===== config.mk =====
export PLATFORM = sky130hd
export DESIGN_NAME = vga_sync
export DESIGN_NICKNAME = d
export VERILOG_FILES = /design/src/rtl/vga_sync_pkg.sv /design/src/rtl/vga_sync.sv
export SDC_FILE = /design/constraint.sdc
export NUM_CORES = 1
export LEC_CHECK = 0
export CAP_MARGIN = 20
export CORE_UTILIZATION = 45
export CTS_CLUSTER_DIAMETER = 80
export DETAILED_ROUTE_END_ITERATION = 8
export PLACE_DENSITY = 0.7
export SLEW_MARGIN = 5
export SYNTH_ARGS = -nofsm -noshare
export SYNTH_HDL_FRONTEND = slang
export SYNTH_SLANG_ARGS = --single-unit

===== constraint.sdc =====
create_clock -name clk -period 2.8 [get_ports clk]
set_input_delay 0.7 -clock clk [delete_from_list [all_inputs] [get_ports clk]]
set_output_delay 0.7 -clock clk [all_outputs]
set_load 0.03 [all_outputs]

===== src/rtl/vga_sync_pkg.sv =====
// Shared display timing for the 800x600 @ 72 Hz raster (50 MHz pixel rate).
package vga_sync_pkg;

  localparam int H_VISIBLE = 800;
  localparam int H_FP      = 56;
  localparam int H_SYNC    = 120;
  localparam int H_BP      = 64;
  localparam int H_TOTAL   = 1040;
  localparam int V_VISIBLE = 600;
  localparam int V_FP      = 37;
  localparam int V_SYNC    = 6;
  localparam int V_BP      = 23;
  localparam int V_TOTAL   = 666;
  localparam int COORD_W   = 12;

  typedef logic [COORD_W-1:0] coord_t;

  function automatic logic in_window(input coord_t c, input coord_t lo, input coord_t hi);
    return (c >= lo) && (c <= hi);
  endfunction

endpackage


===== src/rtl/vga_sync.sv =====
// Raster timing generator: pixel-enable divider, h/v counters and registered sync/visible flags.
module vga_sync
  import vga_sync_pkg::*;
#(
  parameter int H_ACTIVE = H_VISIBLE,
  parameter int H_FRONT  = H_FP,
  parameter int H_PULSE  = H_SYNC,
  parameter int H_BACK   = H_BP,
  parameter int V_ACTIVE = V_VISIBLE,
  parameter int V_FRONT  = V_FP,
  parameter int V_PULSE  = V_SYNC,
  parameter int V_BACK   = V_BP
) (
  input  logic               clk,
  input  logic               reset,
  output logic               pix_en,
  output logic [COORD_W-1:0] x_p,
  output logic [COORD_W-1:0] y_p,
  output logic               visible,
  output logic               hsync,
  output logic               vsync,
  output logic               frame_tick
);

  localparam coord_t ONE      = coord_t'(1);
  localparam coord_t H_LAST   = coord_t'(H_ACTIVE + H_FRONT + H_PULSE + H_BACK - 1);
  localparam coord_t V_LAST   = coord_t'(V_ACTIVE + V_FRONT + V_PULSE + V_BACK - 1);
  localparam coord_t H_ACT_C  = coord_t'(H_ACTIVE);
  localparam coord_t V_ACT_C  = coord_t'(V_ACTIVE);
  localparam coord_t HS_START = coord_t'(H_ACTIVE + H_FRONT);
  localparam coord_t HS_END   = coord_t'(H_ACTIVE + H_FRONT + H_PULSE - 1);
  localparam coord_t VS_START = coord_t'(V_ACTIVE + V_FRONT);
  localparam coord_t VS_END   = coord_t'(V_ACTIVE + V_FRONT + V_PULSE - 1);

  logic   tog;
  coord_t h_cnt, v_cnt;
  coord_t h_nxt, v_nxt;
  logic   h_wrap, v_wrap;

  always_comb begin
    h_wrap = (h_cnt == H_LAST);
    v_wrap = (v_cnt == V_LAST);
    h_nxt  = h_cnt;
    v_nxt  = v_cnt;
    if (pix_en) begin
      if (h_wrap) begin
        h_nxt = '0;
        v_nxt = v_wrap ? '0 : v_cnt + ONE;
      end else begin
        h_nxt = h_cnt + ONE;
      end
    end
  end

  // Flags are computed from the next count so they land on the same edge as x_p/y_p.
  always_ff @(posedge clk or posedge reset) begin
    if (reset) begin
      tog        <= 1'b0;
      pix_en     <= 1'b0;
      h_cnt      <= '0;
      v_cnt      <= '0;
      visible    <= 1'b1;
      hsync      <= 1'b0;
      vsync      <= 1'b0;
      frame_tick <= 1'b0;
    end else begin
      tog        <= ~tog;
      pix_en     <= tog;
      h_cnt      <= h_nxt;
      v_cnt      <= v_nxt;
      visible    <= (h_nxt < H_ACT_C) && (v_nxt < V_ACT_C);
      hsync      <= in_window(h_nxt, HS_START, HS_END);
      vsync      <= in_window(v_nxt, VS_START, VS_END);
      frame_tick <= pix_en && h_wrap && v_wrap;
    end
  end

  assign x_p = h_cnt;
  assign y_p = v_cnt;

endmodule

Word-level counts from Yosys, hierarchy flattened. Index checks and enable logic that the tools add are counted.

Register bits: 30. Bits of input ports: 2. Output and inout port bits: 29. Word-level logic and storage cells: 29.

Add/subtract/negate cells: 2. $lt $le $gt $ge: 6. Equality and inequality tests: 2. Mux-type cells: 5. Bitwise gates (word level): 1. Reductions and logical operators: 5.

Operator list (count): $mux W12 (5); $add A12 B1 Y12 const B (2); $ge A12 B10 Y1 const B (2); $le A12 B10 Y1 const B (2); $lt A12 B10 Y1 const B (2); $eq A12 B10 Y1 const B (1); $eq A12 B11 Y1 const B (1); $logic_and A1 B1 Y1 (5); $not A1 Y1 (1).

Longest topological paths before layout.
Depth after elaboration: 6. Depth in mapped cells: 10. Depth with buffers taken out: 9.

Worst setup path after synthesis. Ideal clock, no wire load.

Path kind: register -> register. From: register v_cnt[1] (netlist: y_p[1]). To: register vsync. Library setup time: 0.087 ns. Arrival time: 2.408 ns. Required time: 2.713 ns. Setup slack: 0.305 ns. Stages on the path, launching flop included: 11. Path buffers: 1. Clock period less this slack: 2.495 ns. Cell sequence: dfrtp_1 -> inv_1 -> ha_1 -> nor3b_1 -> and4_1 -> clkbuf_1 -> or2_2 -> a31oi_1 -> nor4b_1 -> nand4b_1 -> a211oi_2.

Cells in the longest elaborated chain, start to end: 6. Elaborated cells between the ends (all ways): 8. Those cells by class: add/sub: 1; order compare: 2; eq/ne: 1; mux: 3; reduce/logical: 1.

RTL lines: start, declared (RTL line vga_sync.sv:36) `coord_t h_cnt, v_cnt;`; start signal, assigned (RTL line vga_sync.sv:70) `v_cnt <= v_nxt;`; $add A12 B1 Y12 / $eq A12 B10 Y1 (equally long branches) (RTL line vga_sync.sv:48, vga_sync.sv:42); $mux W12 (*) (RTL line vga_sync.sv:48) `v_nxt = v_wrap ? '0 : v_cnt + ONE;`; $mux W12 (*) (RTL line vga_sync.sv:46) `if (h_wrap) begin`; $mux W12 (*) (RTL line vga_sync.sv:45) `if (pix_en) begin`; net v_nxt[7] (RTL line vga_sync.sv:37) `coord_t h_nxt, v_nxt;`; $ge A12 B10 Y1 / $le A12 B10 Y1 (equally long branches) (RTL line vga_sync_pkg.sv:19) `return (c >= lo) && (c <= hi);`; $logic_and A1 B1 Y1 (*) (RTL line vga_sync_pkg.sv:19); end signal, assigned (RTL line vga_sync.sv:73) `vsync <= in_window(v_nxt, VS_START, VS_END);`; end, declared (RTL line vga_sync.sv:21) `output logic vsync,`.

The timed path passes the listed nets; every way through them passes the cells marked *.

Worst setup path in the final report. Same ends and word-level chain as after synthesis.

==> impl_metrics.toml <==
[cells_and_area]
fin_nets = 210
drive_above_1_share_pct = 13.1
antenna_cells = 0
instances_no_fill = 254
utilization_pct = 58.6
area_growth_pct = 25.8

[timing]
worst_pin_slew_ns = 0.567
fin_crit_sh_pct = 92.1
setup_viol = 0
grt_setup_unrepaired = "false"
fin_tns_setup_ns = 0
fin_hold_ws_ns = 0.380
max_freq_mhz = 388
fin_crit_ns = 2.58
finalMaxSlewViolations = 0
clock_skew_ns = 0.00778
max-slew-margin-rel_pct = 61.9
report.final.hold_viol_count = 0

[synthesis]
synth-async-reset-ratio_pct = 100
yosysSeqAreaShare_pct = 44.1
synth_cell_types = 49
synth_edf_count = 0
syn_nets = 174
postSynthAreaPerCell_sq_um = 10.1
synth_seq_cells = 30
yosys_warnings = 0
syn_inst = 169
syn_area_sq_um = 1710
ys.flop_type = "dfrtp_1"

[power_and_ir_drop]
p_sw_share_pct = 20.7
power_frac_comb_pct = 1.3
max-vdd-ir-drop_mv = 0.225
total_power_uw = 801
intPower_uw = 636
clkPwrFrac_pct = 44.6
p_sw_uw = 166
p_leak_uw = 0.000911
seq_power_share_pct = 54.1
power_density_nw_per_um2 = 374

[setup_path]
rrSetupSlack_ns = 0.22
cp-endpoint = "vsync"
worstPathArrival_ns = 2.77
cp-startpoint = "y_p[1]"
crit_type = "register to register"
crit_required_ns = 2.99
crit_chain = "inv_1, ha_1, nor3b_1, and4_1, or2_2, a31oi_1, nor4b_1, nand4b_1, a211oi_2"
regToRegEndpoint = "vsync"
path_buf_inv = 1
crit_fanout = 7
cpPeakStageDelay_ns = 0.46
crit_slowest_cell = "dfrtp_1"
worstSetupEndpointType = "register"
worstReg2RegStart = "y_p[1]"
crit_cells = 9
r2r_cells = 9
cp-start-kind = "register"
crit_family = "simple AND/OR/NAND/NOR gates"

[clock_network]
post_cts_buffers = 0
cts_made_buffers = 5
cts-root-buf = "clkbuf_8"
cts_num_sinks = 30
clock_latency_ns = 0.28
htreeDepth = 2
cts_hold_buf = 0
cts_tree = "done"
cts_resized = 0
ctsLongestPathBuffers = 2
clk_pin_slew_worst_paths_ns = 0.06

[drt]
vias_per_cell = 5.65
wl_per_cell_um = 14.7
via_count = 1434
antenna_left = 0
drtIter0Drc = 48
drc = 0
first_pass_iters = 4
drt-total-wl_um = 3740

[global_route]
grtUsageTotal_pct = 20.8
met2_usage_pct = 34.3
busiest_layer = "met2"
grt_pass1_vias = 1372
antenna_found_initial = 0
grt_util_met1_pct = 24.9
grt_pass1_wl_um = 6400
grt_max_degree = 31
gr-usage-met3_pct = 5.98
gr-total-overflow = 0

[floorplan]
dieArea_sq_um = 4040
core_sq_um = 3660
die_w_um = 63.6
rows = 22
ioPinCount = 31
initial_core_util_pct = 46.6
die-height_um = 63.6

[hold_path]
hp-class = "register to register"

[placement]
hpwl_um = 2690
place_congestion = 0.905
numPortBuffers = 30
placedCellCount = 246

[status]
status = "finished clean"

[run]
maxCapViolations = 0
==> synth_stat cells (2+ instances only) <==
cell      number  area (sq um)
or3_1          2          12.5
nand2_1       16          60.1
a21oi_1        7          35.0
o21ai_0        6          30.0
and4_1         3          26.3
nor3_1         6          30.0
ha_1           3          37.5
a31oi_1        4          25.0
xnor2_1       10          87.6
nand2b_1       3          18.8
nand4_1        5          31.3
xor2_1         4          35.0
nor2_1        12          45.0
or2_2          2          12.5
buf_6          3          33.8
dfrtp_1       29           726
and3_1         7          43.8
nand3_2        2          20.0
inv_1          8          30.0
nand3_1        8          40.0
==> flip-flops by register name (all words and copies together) (netlist names) <==
register,flops
frame_tick,1
hsync,1
pix_en,1
tog,1
visible,1
vsync,1
x_p,12
y_p,12
==> area by class of cell <==
type                       instances  area, sq um
sequential                        30          753
tap                               48         60.1
fill                             316         1520
clock buffer                       8         90.1
timing repair buffer              34          330
inverter                           8         30.0
multi-input combinational        126          882
==> metrics by stage <==
step | setup WS, ns | area, sq um
after floorplan | 0.305 | 1710
after global placement | 0.244 | 2050
after detailed placement | 0.222 | 2050
after CTS | 0.208 | 2140
after global routing | 0.0324 | 2150
final | 0.222 | 2150
==> how the worst min path moves through the flow <==
stage | endpoint | cells after the start | slack, ns | start
global route | pix_en | 0 | 0.40 | tog
floorplan | pix_en | 0 | 0.35 | tog
finish | pix_en | 0 | 0.38 | tog
CTS | pix_en | 0 | 0.38 | tog
global placement | pix_en | 0 | 0.36 | tog
detailed placement | pix_en | 0 | 0.37 | tog
==> placed cells by master, fill, tap and decap left out, types with 2 or more instances in the layout <==
cell              n
clkdlybuf4s50_1  30
dfrtp_1          28
nand2_1          16
nor2_1           12
xnor2_1          10
nand3_1           8
inv_1             8
a21oi_1           7
nor3_1            6
o21ai_0           6
and3_1            6
clkbuf_8          6
nand4_1           5
a31oi_1           4
xor2_1            4
buf_4             4
and4_1            3
nand2b_1          3
ha_1              3
nand3_2           2
or3_1             2
or2_2             2
clkbuf_1          2
==> metal layers <==
| metal | vias to the layer above | part of all wire, % | routed length, um |
|---|---|---|---|
| met5 | - | 0 | 0 |
| met4 | 0 | 2.2 | 82 |
| met3 | 9 | 4.6 | 171 |
| met2 | 45 | 51 | 1890 |
| met1 | 702 | 43 | 1600 |
| li1 | 678 | - | - |
==> power groups by stage <==
stage / Combinational, uW / Sequential [uW] / Clock [uW]
final: 10.6 / 434 / 357
after global routing: 12.9 / 433 / 386
after CTS: 11.7 / 434 / 364
after detailed placement: 11.7 / 441 / 0
after global placement: 11.4 / 441 / 0
after floorplan: 6.39 / 441 / 0
==> logic make-up (layout without fill, tap and decap cells) <==
family	after synthesis	count (layout)	share of synthesized area [%]
simple gates	76	76	27.0
mux	3	3	2.13
fa+ha+maj	3	3	2.20
buf+inv	13	50	4.25
xor+xnor	15	15	8.14
flops	30	30	44.1
compound gates	29	29	12.2
(Power assumes the default switching activity.)
